===== config.mk =====
export PLATFORM = sky130hd
export DESIGN_NAME = controlador_voltas_flat
export DESIGN_NICKNAME = d
export VERILOG_FILES = /design/src/rtl/controlador_voltas_if.sv /design/src/rtl/controlador_voltas.sv /design/src/flat_wrapper.sv
export SDC_FILE = /design/constraint.sdc
export NUM_CORES = 1
export LEC_CHECK = 0
export CORE_ASPECT_RATIO = 0.7
export CORE_UTILIZATION = 30
export DETAILED_ROUTE_END_ITERATION = 8
export GPL_ROUTABILITY_DRIVEN = 0
export GPL_TIMING_DRIVEN = 1
export PLACE_DENSITY = 0.58
export SLEW_MARGIN = 20
export SYNTH_ARGS = -nofsm -noshare
export SYNTH_HDL_FRONTEND = slang
export SYNTH_SLANG_ARGS = --single-unit

===== constraint.sdc =====
create_clock -name CLOCK_50 -period 2.6 [get_ports CLOCK_50]
set_input_delay 0.52 -clock CLOCK_50 [delete_from_list [all_inputs] [get_ports CLOCK_50]]
set_output_delay 0.52 -clock CLOCK_50 [all_outputs]
set_load 0.03 [all_outputs]

===== src/rtl/controlador_voltas_if.sv =====
// rtl/controlador_voltas_if.sv - lap memory port between the lap controller (master) and the lap RAM (slave)
interface controlador_voltas_if #(
  parameter int ADDR_W = 2,
  parameter int DATA_W = 16
);
  logic              mem_we;
  logic [ADDR_W-1:0] mem_addr;
  logic [DATA_W-1:0] mem_wdata;
  logic [DATA_W-1:0] mem_rdata;

  modport master (output mem_we, output mem_addr, output mem_wdata, input mem_rdata);
  modport slave  (input mem_we, input mem_addr, input mem_wdata, output mem_rdata);
endinterface


===== src/rtl/controlador_voltas.sv =====
// rtl/controlador_voltas.sv - lap memory controller: capture, recall, clear and timed auto-scan of stored laps
module controlador_voltas #(
  parameter int ADDR_W     = 2,
  parameter int DATA_W     = 16,
  parameter int SCAN_TICKS = 100
) (
  input  logic                CLOCK_50,
  input  logic                KEY_RESET,
  input  logic                write_req,
  input  logic                read_req,
  input  logic                clear_req,
  input  logic                scan_en,
  input  logic                tick_100hz,
  input  logic [DATA_W-1:0]   tempo_atual,
  controlador_voltas_if.master mem,
  output logic [DATA_W-1:0]   lap_data,
  output logic [ADDR_W-1:0]   lap_index,
  output logic [ADDR_W:0]     lap_count,
  output logic                empty,
  output logic                full,
  output logic                lap_valid,
  output logic                overflow
);
  localparam int                DEPTH     = 1 << ADDR_W;
  localparam int                TICK_W    = $clog2(SCAN_TICKS) + 1;
  localparam logic [ADDR_W:0]   DEPTH_C   = (ADDR_W+1)'(DEPTH);
  localparam logic [TICK_W-1:0] TICK_LAST = TICK_W'(SCAN_TICKS - 1);

  typedef enum logic [1:0] {IDLE, WRITE, RD_ADDR, RD_CAP} state_t;

  state_t            state_q;
  logic              mem_we_q;
  logic [ADDR_W-1:0] mem_addr_q;
  logic [DATA_W-1:0] mem_wdata_q;
  logic [DATA_W-1:0] lap_data_q;
  logic [ADDR_W-1:0] lap_index_q;
  logic [ADDR_W-1:0] rd_idx_q;
  logic [ADDR_W:0]   lap_count_q;
  logic              lap_valid_q;
  logic              overflow_q;
  logic              wr_pend_q;
  logic              rd_pend_q;
  logic              scan_pend_q;
  logic [TICK_W-1:0] tick_cnt_q;

  logic              is_empty;
  logic              is_full;
  logic              scan_active;
  logic              scan_req;
  logic              wr_any;
  logic              rd_any;
  logic              scan_any;
  logic [ADDR_W-1:0] rd_idx_d;
  logic [TICK_W-1:0] tick_cnt_d;

  assign is_empty    = (lap_count_q == '0);
  assign is_full     = (lap_count_q == DEPTH_C);
  assign scan_active = scan_en && !is_empty;
  assign scan_req    = scan_active && tick_100hz && (tick_cnt_q == TICK_LAST);

  // A request that is not serviced this cycle falls through into its pending flag.
  assign wr_any   = write_req | wr_pend_q;
  assign rd_any   = read_req  | rd_pend_q;
  assign scan_any = scan_req  | scan_pend_q;

  assign rd_idx_d = (({1'b0, rd_idx_q} + 1'b1) == lap_count_q) ? '0 : rd_idx_q + 1'b1;

  always_comb begin
    tick_cnt_d = tick_cnt_q;
    if (!scan_active) begin
      tick_cnt_d = '0;
    end else if (tick_100hz) begin
      tick_cnt_d = scan_req ? '0 : tick_cnt_q + 1'b1;
    end
  end

  always_ff @(posedge CLOCK_50 or negedge KEY_RESET) begin
    if (!KEY_RESET) begin
      state_q     <= IDLE;
      mem_we_q    <= 1'b0;
      mem_addr_q  <= '0;
      mem_wdata_q <= '0;
      lap_data_q  <= '0;
      lap_index_q <= '0;
      rd_idx_q    <= '0;
      lap_count_q <= '0;
      lap_valid_q <= 1'b0;
      overflow_q  <= 1'b0;
      wr_pend_q   <= 1'b0;
      rd_pend_q   <= 1'b0;
      scan_pend_q <= 1'b0;
      tick_cnt_q  <= '0;
    end else begin
      mem_we_q    <= 1'b0;
      lap_valid_q <= 1'b0;
      overflow_q  <= 1'b0;
      wr_pend_q   <= wr_any;
      rd_pend_q   <= rd_any;
      scan_pend_q <= scan_any;
      tick_cnt_q  <= tick_cnt_d;

      if (clear_req) begin
        // Memory words stay in place; dropping the count makes them unreachable.
        state_q     <= IDLE;
        lap_count_q <= '0;
        rd_idx_q    <= '0;
        lap_data_q  <= '0;
        lap_index_q <= '0;
        tick_cnt_q  <= '0;
        wr_pend_q   <= 1'b0;
        rd_pend_q   <= 1'b0;
        scan_pend_q <= 1'b0;
      end else begin
        case (state_q)
          IDLE: begin
            if (wr_any) begin
              wr_pend_q <= 1'b0;
              if (is_full) begin
                overflow_q <= 1'b1;
              end else begin
                state_q     <= WRITE;
                mem_we_q    <= 1'b1;
                mem_addr_q  <= lap_count_q[ADDR_W-1:0];
                mem_wdata_q <= tempo_atual;
              end
            end else if (rd_any) begin
              rd_pend_q <= 1'b0;
              if (!is_empty) begin
                state_q    <= RD_ADDR;
                mem_addr_q <= rd_idx_q;
              end
            end else if (scan_any) begin
              scan_pend_q <= 1'b0;
              if (!is_empty) begin
                state_q    <= RD_ADDR;
                mem_addr_q <= rd_idx_q;
              end
            end
          end
          WRITE: begin
            lap_count_q <= lap_count_q + 1'b1;
            state_q     <= IDLE;
          end
          RD_ADDR: begin
            state_q <= RD_CAP;
          end
          RD_CAP: begin
            lap_data_q  <= mem.mem_rdata;
            lap_index_q <= rd_idx_q;
            rd_idx_q    <= rd_idx_d;
            lap_valid_q <= 1'b1;
            state_q     <= IDLE;
          end
          default: state_q <= IDLE;
        endcase
      end
    end
  end

  assign mem.mem_we    = mem_we_q;
  assign mem.mem_addr  = mem_addr_q;
  assign mem.mem_wdata = mem_wdata_q;
  assign lap_data      = lap_data_q;
  assign lap_index     = lap_index_q;
  assign lap_count     = lap_count_q;
  assign empty         = is_empty;
  assign full          = is_full;
  assign lap_valid     = lap_valid_q;
  assign overflow      = overflow_q;
endmodule


===== src/flat_wrapper.sv =====
// flat-port wrapper written by rule: the top's interface ports become plain ports
module controlador_voltas_flat 
#(
  parameter int ADDR_W     = 2,
  parameter int DATA_W     = 16,
  parameter int SCAN_TICKS = 100
)
  (CLOCK_50, KEY_RESET, write_req, read_req, clear_req, scan_en, tick_100hz, tempo_atual, lap_data, lap_index, lap_count, empty, full, lap_valid, overflow, mem_mem_we, mem_mem_addr, mem_mem_wdata, mem_mem_rdata);
  controlador_voltas_if #(.ADDR_W(ADDR_W), .DATA_W(DATA_W)) mem_i ();
  input  logic CLOCK_50;
  input  logic KEY_RESET;
  input  logic write_req;
  input  logic read_req;
  input  logic clear_req;
  input  logic scan_en;
  input  logic tick_100hz;
  input  logic [DATA_W-1:0] tempo_atual;
  output logic [DATA_W-1:0] lap_data;
  output logic [ADDR_W-1:0] lap_index;
  output logic [ADDR_W:0] lap_count;
  output logic empty;
  output logic full;
  output logic lap_valid;
  output logic overflow;
  output wire logic [$bits(mem_i.mem_we)-1:0] mem_mem_we;
  output wire logic [$bits(mem_i.mem_addr)-1:0] mem_mem_addr;
  output wire logic [$bits(mem_i.mem_wdata)-1:0] mem_mem_wdata;
  input wire logic [$bits(mem_i.mem_rdata)-1:0] mem_mem_rdata;
  assign mem_mem_we = mem_i.mem_we;
  assign mem_mem_addr = mem_i.mem_addr;
  assign mem_mem_wdata = mem_i.mem_wdata;
  assign mem_i.mem_rdata = mem_mem_rdata;
  controlador_voltas #(.ADDR_W(ADDR_W), .DATA_W(DATA_W), .SCAN_TICKS(SCAN_TICKS)) u_core (.CLOCK_50(CLOCK_50), .KEY_RESET(KEY_RESET), .write_req(write_req), .read_req(read_req), .clear_req(clear_req), .scan_en(scan_en), .tick_100hz(tick_100hz), .tempo_atual(tempo_atual), .mem(mem_i), .lap_data(lap_data), .lap_index(lap_index), .lap_count(lap_count), .empty(empty), .full(full), .lap_valid(lap_valid), .overflow(overflow));
endmodule

==> flow_summary_export.csv <==
group,metric,value,unit
outcome,status,"finished, final reports clean",
clocking,cts_buffer_depth,2,
finish,regArea,1430,µm²
floorplanning,die_area,8460,µm²
logic_synthesis,synth-seq-cells,57,
placed_design,io_buffers,82,
global_routing,grtUsageTotal,14.5,%
global_routing,grt_pass1_vias,1932,
worst_setup_path,crit_arrival,1.91,ns
logic_synthesis,ys_seq_area_share,58.7,%
finish,multiInputGateArea,932,µm²
floorplanning,dieHeight,77.3,µm
finish,insertedDiodeCount,0,
power_and_ir_drop,p_leak,1.62,nW
min_path,hp-class,"reg -> reg",
min_path,hold_path_end,"u_core.lap_data[6]$_DFFE_PN0P_",
logic_synthesis,synth_top_area_share,58.7,%
floorplanning,coreArea,7840,µm²
logic_synthesis,async_flop_share,100,%
clocking,post_cts_buffers,0,
timing,rsz0062_at_grt,"no",
global_routing,grt_max_degree,33,
logic_synthesis,synth_ff_type,"dfrtp_1",
logic_synthesis,ys_warn_count,0,
clocking,clock_latency,0.31,ns
finish,layout_commonest_cell,"clkdlybuf4s50_1",
worst_setup_path,critPathKind,"reg -> out",
worst_setup_path,r2r_slack,0.40,ns
drt,wirelength,5.52,mm
timing,fin_tns_setup,0,ns
floorplanning,row_count,27,
finish,drive_above_1_share,15.1,%
logic_synthesis,yosysUniqueCellTypes,42,
global_routing,antenna_found_initial,0,
worst_setup_path,required,2.08,ns
worst_setup_path,rr_startpoint,"u_core.lap_count[0]$_DFFE_PN0P_",
timing,finalCritPeriodShare,93.5,%
timing,finalClockSkew,0.00669,ns
drt,post_drt_via_cell_ratio,4.76,
drt,drtPass1Iterations,4,
clocking,cts-root-buf,"clkbuf_16",
floorplanning,num_io_pins,83,
timing,hold_violations,0,
finish,fillers,736,
drt,postRouteAntennaNets,0,
timing,tightest_slew,0.563,ns
finish,layout.nets,331,
timing,setup_viol,0,
drt,drt_iter0_drc,57,
finish,utilization,46.9,%
clocking,path_clk_slew,0.05,ns
power_and_ir_drop,powerDensity,731,nW/µm²
logic_synthesis,syn_avg_cell_area,12.4,µm²
timing,post-route-min-period,2.43,ns
logic_synthesis,postSynthCellCount,196,
min_path,holdCritStartpoint,"u_core.lap_data[6]$_DFFE_PN0P_",
worst_setup_path,startpoint_type,"register",
min_path,whs_path_depth,1,
drt,drc,0,
logic_synthesis,synth_edf_count,0,
timing,fmax,412,MHz
worst_setup_path,r2r_cells,7,
clocking,h-tree-depth,3,
finish,mostFrequentLayoutCells,"clkdlybuf4s50_1 (81), dfrtp_1 (57), a22o_1 (18)",
floorplanning,start_util,31.0,%
logic_synthesis,netlist_area,2430,µm²
drt,dr_total_vias,1872,
global_routing,grt-ovfl-total,0,
floorplanning,fp.dieW,110,µm
worst_setup_path,reg2reg_to,"u_core.mem.mem_addr[1]$_DFFE_PN0P_",
clocking,cts_buffers,9,
drt,wire_per_inst,14.0,µm
clocking,cts_sinks,57,
worst_setup_path,path_max_fanout,5,
finish,areaGrowthSynthToFinish,51.5,%
logic_synthesis,syn-num-nets,239,
global_routing,grt_pass1_wl,9.39,mm
logic_synthesis,synth_area_leaders,"dfrtp_1 (59%), mux2_2 (7.4%), a22o_1 (6.5%)",
worst_setup_path,worstSetupEndpointType,"primary output",
logic_synthesis,yosys.area.top_type,"dfrtp_1",
power_and_ir_drop,max-vdd-ir-drop,0.000296,V
run,drv_cap,0,
timing,slew-limit-headroom,62.3,%
clocking,cts_tree,"done",
timing,drv_slew,0,
placed_design,place_hpwl,3.80,mm
## synth_stat cells, types with 2 or more instances
| master | n |
|---|---|
| nor4_1 | 2 |
| nand2_1 | 14 |
| a211oi_1 | 2 |
| clkbuf_1 | 5 |
| inv_1 | 5 |
| mux2_1 | 2 |
| a21oi_1 | 4 |
| buf_2 | 2 |
| dfrtp_1 | 57 |
| nor2_1 | 12 |
| o21ai_0 | 7 |
| xnor2_1 | 2 |
| mux2_2 | 16 |
| xor2_1 | 5 |
| nand3b_1 | 3 |
| a31oi_1 | 6 |
| ha_1 | 4 |
| buf_6 | 2 |
| and2_1 | 2 |
| a22o_1 | 18 |
| nor3_1 | 3 |
| and3_1 | 3 |
## what timing repair did
item | in CTS | in global routing
gates resized for setup | 0 | 0
hold endpoints to repair | 3 | 0
hold buffers | 1 | 0
## worst max path at each step
stage / startpoint / slack, ns / depth (start not counted) / endpoint
6_report: u_core.lap_count[0]$_DFFE_PN0P_ / 0.17 / 5 / full
4_1_cts: u_core.lap_count[0]$_DFFE_PN0P_ / 0.14 / 5 / full
5_1_grt: u_core.lap_count[1]$_DFFE_PN0P_ / 0.05 / 5 / full
2_1_floorplan: u_core.lap_count[0]$_DFFE_PN0P_ / 0.41 / 7 / u_core.mem.mem_addr[0]$_DFFE_PN0P_
3_3_place_gp: clear_req / 0.21 / 5 / u_core.mem.mem_addr[1]$_DFFE_PN0P_
3_5_place_dp: clear_req / 0.19 / 5 / u_core.mem.mem_addr[1]$_DFFE_PN0P_
## layout make-up
cell class | instances | share of cell area, %
Tap cell | 101 | 3.44
Inverter | 5 | 0.510
Timing Repair Buffer | 90 | 23.9
Sequential cell | 57 | 38.8
Clock inverter | 3 | 1.09
Multi-Input combinational cell | 125 | 25.3
Clock buffer | 12 | 6.97
## flip-flops by register name (all words and copies together), names as in the netlist
signal and flops:
u_core.overflow 1, u_core.lap_valid 1, u_core.lap_data 16, u_core.scan_pend_q 1, u_core.lap_count 3, u_core.mem.mem_addr 2
u_core.state_q 2, u_core.lap_index 2, u_core.mem.mem_wdata 16, u_core.rd_idx_q 2, u_core.wr_pend_q 1, u_core.mem.mem_we 1
u_core.rd_pend_q 1, u_core.tick_cnt_q 8
## cells by family (layout without fill, tap and decap cells)
group                      after synthesis  in the layout  share of synthesized area, %
muxes                                   18             18                          8.35
adders and majority gates                4              4                          2.06
AOI/OAI and AO/OA                       45             45                          14.0
buffers and inverters                   14            110                          2.89
and+or+nand+nor                         51             51                          11.4
DFF                                     57             57                          58.7
xor gates and xnor gates                 7              7                          2.52
## per-layer routing
layer	track usage (%)	part of all wire (%)	vias up
met5	0	0	-
met4	5.20	1.2	0
met2	21.3	44	58
li1	-	-	901
met1	19.4	48	907
met3	5.19	6.8	6
## power by group
group / switching (W) / internal, W
Combinational: 0.000277 / 0.000257
Clock: 0.000364 / 0.000783
Sequential: 0.0000433 / 0.000965
Total: 0.000685 / 0.00201
## worst max-delay path, stage by stage (launching register included)
cell and delay, ns:
dfrtp_1 0.44, inv_1 0.10, ha_1 0.19, nand2_1 0.12
inv_1 0.08, clkdlybuf4s50_1 0.66
## per-stage QoR
stage	setup WS [ns]	area, µm²	cells	hold slack [ns]	power [W]
2_1_floorplan	0.410	2430	196	0.224	0.00130
3_3_place_gp	0.208	3370	377	0.332	0.00155
3_5_place_dp	0.190	3370	377	0.335	0.00156
4_1_cts	0.137	3680	393	0.499	0.00274
5_1_grt	0.0513	3680	393	0.519	0.00282
6_report	0.170	3680	393	0.494	0.00269
(Power assumes the default switching activity.)
